**config.mk**
```make
export PLATFORM = sky130hd
export DESIGN_NAME = dht_start_handshake
export DESIGN_NICKNAME = d
export VERILOG_FILES = /design/src/rtl/dht_start_handshake.sv
export SDC_FILE = /design/constraint.sdc
export NUM_CORES = 1
export LEC_CHECK = 0
export BUFFER_PORTS_ARGS = -buffer_cell sky130_fd_sc_hd__clkbuf_2
export CAP_MARGIN = 0
export CORE_MARGIN = 4
export CORE_UTILIZATION = 33
export DETAILED_ROUTE_END_ITERATION = 10
export HOLD_SLACK_MARGIN = 0.1
export PLACE_DENSITY_LB_ADDON = 0.05
export RECOVER_POWER = 50
export SLEW_MARGIN = 30
export SYNTH_ARGS = -nofsm -noshare
export SYNTH_HDL_FRONTEND = slang
export SYNTH_SLANG_ARGS = --single-unit
```
**constraint.sdc**
```tcl
create_clock -name clk -period 3.8 [get_ports clk]
set_clock_uncertainty 0.1 [all_clocks]
set_input_delay 0.19 -clock clk [delete_from_list [all_inputs] [get_ports clk]]
set_output_delay 0.19 -clock clk [all_outputs]
set_load 0.1 [all_outputs]
```
**src/rtl/dht_start_handshake.sv**
```systemverilog
// Start/handshake engine for DHT11/DHT22-class single-wire sensors: issues the host
// start pulse, then validates the sensor's response phases.
module dht_start_handshake #(
  parameter int CLK_FREQ_HZ     = 50_000_000,
  parameter int START_LOW_US    = 18000,
  parameter int RESP_US         = 80,
  parameter int TOL_US          = 10,
  parameter int RESP_TIMEOUT_US = 100,
  parameter int GUARD_US        = 1_000_000,
  parameter int CNT_W           = 21
) (
  input  logic       clk,
  input  logic       rst,
  input  logic       start,
  input  logic       dq_in,
  output logic       dq_oe,
  output logic       ready,
  output logic       busy,
  output logic       done,
  output logic       ok,
  output logic [1:0] err_code
);

  localparam int TICK_DIV = CLK_FREQ_HZ / 1_000_000;
  localparam int PRE_W    = (TICK_DIV > 1) ? $clog2(TICK_DIV) : 1;

  localparam logic [PRE_W-1:0] PRE_LAST  = PRE_W'(TICK_DIV - 1);
  localparam logic [CNT_W-1:0] GUARD_N   = CNT_W'(GUARD_US);
  localparam logic [CNT_W-1:0] START_N   = CNT_W'(START_LOW_US);
  localparam logic [CNT_W-1:0] TIMEOUT_N = CNT_W'(RESP_TIMEOUT_US);
  localparam logic [CNT_W-1:0] WIN_LO    = CNT_W'(RESP_US - TOL_US);
  localparam logic [CNT_W-1:0] WIN_HI    = CNT_W'(RESP_US + TOL_US);
  localparam logic [CNT_W-1:0] OVER_N    = CNT_W'(RESP_US + TOL_US + 1);

  typedef enum logic [2:0] {
    S_GUARD,
    S_IDLE,
    S_START_LOW,
    S_WAIT_RESP,
    S_RESP_LOW,
    S_RESP_HIGH,
    S_PASS,
    S_FAIL
  } state_e;

  state_e           state_q, state_d;
  logic [PRE_W-1:0] pre_q, pre_d;
  logic [CNT_W-1:0] us_q, us_d;
  logic             dq_meta_q, dq_meta_d;
  logic             dq_sync_q, dq_sync_d;
  logic             dq_prev_q, dq_prev_d;
  logic             dq_oe_q, dq_oe_d;
  logic             ok_q, ok_d;
  logic [1:0]       err_q, err_d;

  logic             tick;
  logic [CNT_W-1:0] cnt_next;
  logic             rise;
  logic             fall;
  logic             in_window;
  logic             over_window;

  // cnt_next is the completed-microsecond count including the current cycle, so a
  // phase of N us measured from state entry compares exactly against N.
  always_comb begin
    tick        = (pre_q == PRE_LAST);
    cnt_next    = us_q + CNT_W'(tick);
    rise        = dq_sync_q & ~dq_prev_q;
    fall        = ~dq_sync_q & dq_prev_q;
    in_window   = (cnt_next >= WIN_LO) && (cnt_next <= WIN_HI);
    over_window = (cnt_next >= OVER_N);
  end

  always_comb begin
    dq_meta_d = dq_in;
    dq_sync_d = dq_meta_q;
    dq_prev_d = dq_sync_q;
  end

  always_comb begin
    state_d = state_q;
    ok_d    = ok_q;
    err_d   = err_q;
    case (state_q)
      S_GUARD: begin
        if (cnt_next == GUARD_N) state_d = S_IDLE;
      end
      S_IDLE: begin
        if (start) begin
          state_d = S_START_LOW;
          ok_d    = 1'b0;
          err_d   = 2'd0;
        end
      end
      S_START_LOW: begin
        if (cnt_next == START_N) state_d = S_WAIT_RESP;
      end
      S_WAIT_RESP: begin
        if (!dq_sync_q) begin
          state_d = S_RESP_LOW;
        end else if (cnt_next == TIMEOUT_N) begin
          state_d = S_FAIL;
          ok_d    = 1'b0;
          err_d   = 2'd1;
        end
      end
      S_RESP_LOW: begin
        if (rise && in_window) begin
          state_d = S_RESP_HIGH;
        end else if (rise || over_window) begin
          state_d = S_FAIL;
          ok_d    = 1'b0;
          err_d   = 2'd2;
        end
      end
      S_RESP_HIGH: begin
        if (fall && in_window) begin
          state_d = S_PASS;
          ok_d    = 1'b1;
          err_d   = 2'd0;
        end else if (fall || over_window) begin
          state_d = S_FAIL;
          ok_d    = 1'b0;
          err_d   = 2'd3;
        end
      end
      S_PASS:  state_d = S_GUARD;
      S_FAIL:  state_d = S_GUARD;
      default: state_d = S_GUARD;
    endcase
  end

  // Timebase restarts on every state change so each state measures its own duration.
  always_comb begin
    pre_d = pre_q;
    us_d  = us_q;
    if (state_d != state_q) begin
      pre_d = '0;
      us_d  = '0;
    end else if (tick) begin
      pre_d = '0;
      us_d  = cnt_next;
    end else begin
      pre_d = pre_q + 1'b1;
    end
  end

  // Registered so the bus driver is glitch-free and drops straight from reset.
  always_comb begin
    dq_oe_d = (state_d == S_START_LOW);
  end

  always_ff @(posedge clk or negedge rst) begin
    if (!rst) begin
      state_q   <= S_GUARD;
      pre_q     <= '0;
      us_q      <= '0;
      dq_meta_q <= 1'b1;
      dq_sync_q <= 1'b1;
      dq_prev_q <= 1'b1;
      dq_oe_q   <= 1'b0;
      ok_q      <= 1'b0;
      err_q     <= 2'd0;
    end else begin
      state_q   <= state_d;
      pre_q     <= pre_d;
      us_q      <= us_d;
      dq_meta_q <= dq_meta_d;
      dq_sync_q <= dq_sync_d;
      dq_prev_q <= dq_prev_d;
      dq_oe_q   <= dq_oe_d;
      ok_q      <= ok_d;
      err_q     <= err_d;
    end
  end

  assign dq_oe    = dq_oe_q;
  assign ready    = (state_q == S_IDLE);
  assign busy     = (state_q == S_START_LOW) || (state_q == S_WAIT_RESP) ||
                    (state_q == S_RESP_LOW)  || (state_q == S_RESP_HIGH);
  assign done     = (state_q == S_PASS) || (state_q == S_FAIL);
  assign ok       = ok_q;
  assign err_code = err_q;

endmodule

```
# Word-level counts from Yosys, hierarchy flattened

Index checks and enable logic that the tools add are counted.

Register bits after elaboration: 37
Bits of input ports: 4
Output and inout bits: 7
Word-level logic and storage cells: 81

Add/sub/neg operators: 2
Magnitude comparators: 3
Equal/unequal tests: 19
Muxes and demuxes: 30
Bitwise gates (word level): 4
Reduce and logical (&&, ||, !) cells: 14

Operators with widths:

| kind                                                                                  | count |
|---|---|
| 21-bit by 7-bit greater-or-equal comparator with 1-bit output (second input constant) | 2 |
| 21-bit two-way mux                                                                    | 2 |
| 3-bit two-way mux                                                                     | 9 |
| 21-bit by 1-bit adder with 21-bit output                                              | 1 |
| 21-bit by 15-bit == test with 1-bit output (second input constant)                    | 1 |
| 21-bit by 20-bit == test with 1-bit output (second input constant)                    | 1 |
| 21-bit by 7-bit == test with 1-bit output (second input constant)                     | 1 |
| 21-bit by 7-bit less-or-equal comparator with 1-bit output (second input constant)    | 1 |
| 3-bit one-hot mux with 7 select lines                                                 | 1 |
| 2-bit two-way mux                                                                     | 7 |
| 3-bit == test (second input constant)                                                 | 4 |
| 6-bit two-way mux                                                                     | 2 |
| 2-bit != test (second input constant)                                                 | 5 |
| 3-bit by 2-bit == test with 1-bit output (second input constant)                      | 3 |
| 2-bit one-hot mux with 4 select lines                                                 | 1 |
| 1-bit two-way mux                                                                     | 7 |
| 7-bit AND reduction                                                                   | 1 |
| 6-bit by 1-bit adder with 6-bit output (second input constant)                        | 1 |
| 6-bit == test (second input constant)                                                 | 1 |
| 1-bit logical OR                                                                      | 6 |
| 1-bit one-hot mux with 4 select lines                                                 | 1 |
| 4-bit nonzero test                                                                    | 1 |
| 3-bit by 1-bit == test with 1-bit output (second input constant)                      | 1 |
| 1-bit logical AND                                                                     | 3 |
| other kinds (7)                                                                       | 9 |

# Logic depth before layout (Yosys ltp)

Word-level depth: 9
Depth in mapped cells: 17
Depth with buffers taken out: 14

# Worst setup path before layout

OpenSTA, ideal clock, no wires.

Path type: register -> register
Start: reg pre_q[1]
End: reg us_q[15]
Library setup time: 122 ps
Arrival: 3893 ps
Required time: 3578 ps
Slack: -314 ps
Stages on the path, launching flop included: 17
Buffers on the path: 2
Clock period less this slack: 4114 ps
Cells stage by stage: dfrtp_1 inv_1 ha_1 nand4_1 clkinv_1 buf_1 ha_1 ha_1 buf_2 nand4_1 nor2_1 mux2i_1 o211ai_2 a2111oi_4 a32o_1 nor2_2 a2111oi_1

Word-level cells in the longest chain between the ends: 9
Elaborated cells between the ends (all ways): 26
Those cells by class: add/sub: 1; order compare: 3; eq/ne: 5; mux: 11; reduce/logical: 6

RTL lines:

| what                                                                                  | line     | text |
|---|---|---|
| from (decl)                                                                           | 47       | `logic [PRE_W-1:0] pre_q, pre_d;` |
| from (signal assigned)                                                                | 166      | `pre_q <= pre_d;` |
| 6-bit == test *                                                                       | 66       | `tick = (pre_q == PRE_LAST);` |
| 21-bit by 1-bit adder with 21-bit output                                              | 67       | `cnt_next = us_q + CNT_W'(tick);` |
| 21-bit by 7-bit greater-or-equal comparator with 1-bit output (tied with other cells) | 71       | `over_window = (cnt_next >= OVER_N);` |
| 1-bit logical OR (tied with other cells)                                              | 121      | `end else if (fall \|\| over_window) begin` |
| 3-bit two-way mux (tied with other cells)                                             | 121      |  |
| 3-bit two-way mux, on equally long branches                                           | 117, 108 |  |
| 3-bit one-hot mux with 7 select lines                                                 | 84       | `case (state_q)` |
| 3-bit != test                                                                         | 137      | `if (state_d != state_q) begin` |
| 21-bit two-way mux or 2-bit nonzero test (tied branches)                              | n/a      |  |
| to (signal assigned)                                                                  | 167      | `us_q <= us_d;` |
| to (decl)                                                                             | 48       | `logic [CNT_W-1:0] us_q, us_d;` |

Every way passes the cells marked *; elsewhere a longest branch is shown, timed or not. The select of a mux whose other input is x is not followed.
A chain may end at the register's enable or synchronous reset.

# Worst setup path in the final report

Start: reg pre_q[1]
End: reg us_q[9]

Same word-level chain as after synthesis.

==> impl_metrics.toml <==
[run_status]
outcome = "complete, but fails checks"
failed_checks = "max-capacitance violations, max-slew violations"

[finish]
drive_above_1_share_pct = 16.1
final_nets = 337
area_growth_pct = 12.9
ff_latch_area_sq_um = 930
fillers = 845
multi_input_area_sq_um = 1650
diodes = 0
finish.utilization_pct = 38.8
final_cells = 431

[pwr]
cellInternalPower_uw = 749
ir_drop_v = 0.000129
combPwrFrac_pct = 27.0
seq_power_share_pct = 42.0
swShare_pct = 35.1
clkPwrFrac_pct = 31.0
power_switching_uw = 406
leakagePower_uw = 0.00125
p_per_area_nw_per_um2 = 379

[timing]
setup_viol = 0
finalCritPeriodShare_pct = 94.4
worst_pin_slew_ns = 2.01
fmax_mhz = 279
slew_headroom_pct = -34.1
slew_viol_final = 38
min_period_ns = 3.59
worst_slack_ns = 0.213
tns_ns = 0
hold_violations = 0

[place]
gp_congestion = 0.820
port_buffers = 10
post-place-cells = 418
pre_cts_ws_ns = 0.223
dpl.hpwl_microns = 4950

[clock_network]
clkLatencyLatePin_ns = 0.29
clk_pin_slew_ns = 0.08
cts_buffer_depth = 2
numCtsBuffers = 5
tritoncts = "built"
root_buffer = "clkbuf_8"
htreeDepth = 2
clkSinkCount = 37

[setup_path]
cp_cell_sequence = "inv_1 -> ha_1 -> nand4_1 -> clkinv_2 -> ha_2 -> and4_1 -> nand3_1 -> and4b_1 -> a2111oi_0 -> a21oi_1 -> a32o_1 -> o211ai_1 -> buf_12 -> nor2_1"
crit_path_start = "pre_q[1]"
critPathSlowestCell = "a2111oi_0"
cp-start-kind = "flip-flop"
rr_worst_depth = 14
critPathCapture = "us_q[9]"
rr_startpoint = "pre_q[1]"
crit_path_end_kind = "flip-flop"
reg2reg_to = "us_q[9]"
worstSetupPathDepth = 14
path_max_fanout = 20
cp_slowest_stage_delay_ns = 0.43
r2r_slack_ns = 0.21
path_class = "flip-flop to flip-flop"
crit_buf_inv = 3
cp_data_arrival_time_ns = 3.66
critPathTopFamily = "compound AO/OA/AOI/OAI gates"
crit_required_ns = 3.87

[synth]
synth_cell_types = 59
synth_common_cells = "34 x dfrtp_1, 33 x nor2_1, 29 x nand2_1"
yosys_warnings = 0
yosysMostFrequentCell = "dfrtp_1"
synth-simple-area-share_pct = 27.8
synth_fa_ha_area_share_pct = 2.32
synthFlopType = "dfrtp_1"
synth_area_leaders = "dfrtp_1 32%, xnor2_1 6.5%, nor2_1 4.6%"
synth.cell_area_sq_um = 2700
synth_mux_area_share_pct = 1.53
synth-xor-area-share_pct = 11.0
postSynthCellCount = 323
synth-edff-count = 0
syn_avg_cell_area_sq_um = 8.35
yosysTopAreaCell = "dfrtp_1"
ys_async_sr_fraction_pct = 100
synth_top_family_by_area = "simple AND/OR/NAND/NOR gates"
synth_compound_area_share_pct = 16.8
synth_nets = 332
synth-seq-area-share_pct = 34.5
synth-seq-cells = 37
synth_top_area_share_pct = 31.6

[routing]
viasPerCell = 5.43
wire_per_inst_microns = 15.8
post-route-drc-count = 0
routed-via-count = 2339
final_antenna_net_count = 0
drt_iter0_drc = 104
wl_microns = 6830
first_pass_iters = 4

[grt]
antenna_found_initial = 0
grt_first_pass_wirelength_microns = 11600
track_usage_pct = 14.6
overflow = 0
grt_pass1_vias = 2268
grt_max_degree = 38

[die]
dieArea_sq_um = 9680
coreArea_sq_um = 7850
rows = 32
die_w_microns = 98.4
die-height_microns = 98.4
pin_count = 11
start_util_pct = 34.4

[run]
maxCapViolations = 1

[worst_hold_path]
hold_path_class = "input port to flip-flop"
-- cell usage in the layout, fill, tap and decap left out, drive strengths merged, types with 6 or more instances in the layout --
master	instances
buf	12
xor2	14
dfrtp	34
nor3	27
nand4	12
a21oi	14
a31oi	6
nor2	34
inv	10
nand3	15
and3	7
o21ai	6
xnor2	20
clkbuf	16
nand2	29
-- state kept, by name (all words and copies together) (netlist names) --
| signal | count |
|---|---|
| ok | 1 |
| err_code | 2 |
| state_q | 3 |
| dq_prev_q | 1 |
| dq_oe | 1 |
| dq_prev_d | 1 |
| pre_q | 6 |
| us_q | 21 |
| dq_meta_q | 1 |
-- layout make-up --
type | count | share of cell area, %
multi-input combinational | 249 | 54.3
sequential | 37 | 30.6
timing repair buffer | 24 | 5.63
tap | 102 | 4.19
clock buffer | 6 | 2.71
inverter | 11 | 1.40
clock inverter | 2 | 1.23
-- cells by family (layout without fill, tap and decap cells) --
logic type,after synthesis,count (layout)
xor gates and xnor gates,34,34
adders and majority gates,5,5
DFF,37,37
AOI/OAI and AO/OA,61,61
buffers and inverters,37,43
muxes,4,4
and+or+nand+nor,145,145
-- what timing repair did --
| item | in CTS | in global routing |
|---|---|---|
| hold buffers | 2 | 0 |
| endpoints found under the hold margin | 35 | 0 |
| buffers inserted | 0 | 3 |
| resized for setup | 0 | 7 |
| endpoints found under the setup margin | 0 | 22 |
-- worst min-delay path by stage --
stage / from / to / slack (ns) / cells past startpoint
after global routing: dq_meta_q / dq_prev_d / 0.27 / 0
final: start / dq_oe / 0.24 / 3
after CTS: start / dq_oe / 0.21 / 3
after global placement: dq_in / dq_meta_q / 0.18 / 1
after detailed placement: rst / us_q[4] / 0.13 / 1
after floorplan: rst / dq_oe / -0.21 / 0
-- metal layers --
| metal | part of all wire, % | track usage, % |
|---|---|---|
| met4 | 0.79 | 4.41 |
| met5 | 0 | 0 |
| met2 | 47 | 23.1 |
| met3 | 3.2 | 2.36 |
| met1 | 49 | 20.4 |
-- worst min-delay path: cells and delay by family --
family                 cells  cell delay, ns
AOI/OAI and AO/OA          1            0.21
buffers and inverters      1            0.11
and+or+nand+nor            1            0.08
-- power groups by stage --
stage          logic [uW]  clock network [uW]  registers [uW]
2_1_floorplan         198                   0             532
3_3_place_gp          318                   0             492
3_5_place_dp          312                   0             492
4_1_cts               316                 374             485
5_1_grt               338                 388             492
6_report              312                 358             484
-- stage by stage --
stage          power [uW]  hold WS [ns]  cell area, sq um
6_report             1150         0.241              3040
5_1_grt              1220         0.268              3040
4_1_cts              1170         0.213              2990
3_5_place_dp          804         0.130              2850
3_3_place_gp          810         0.177              2850
2_1_floorplan         730        -0.206              2720
(Power assumes the default switching activity.)
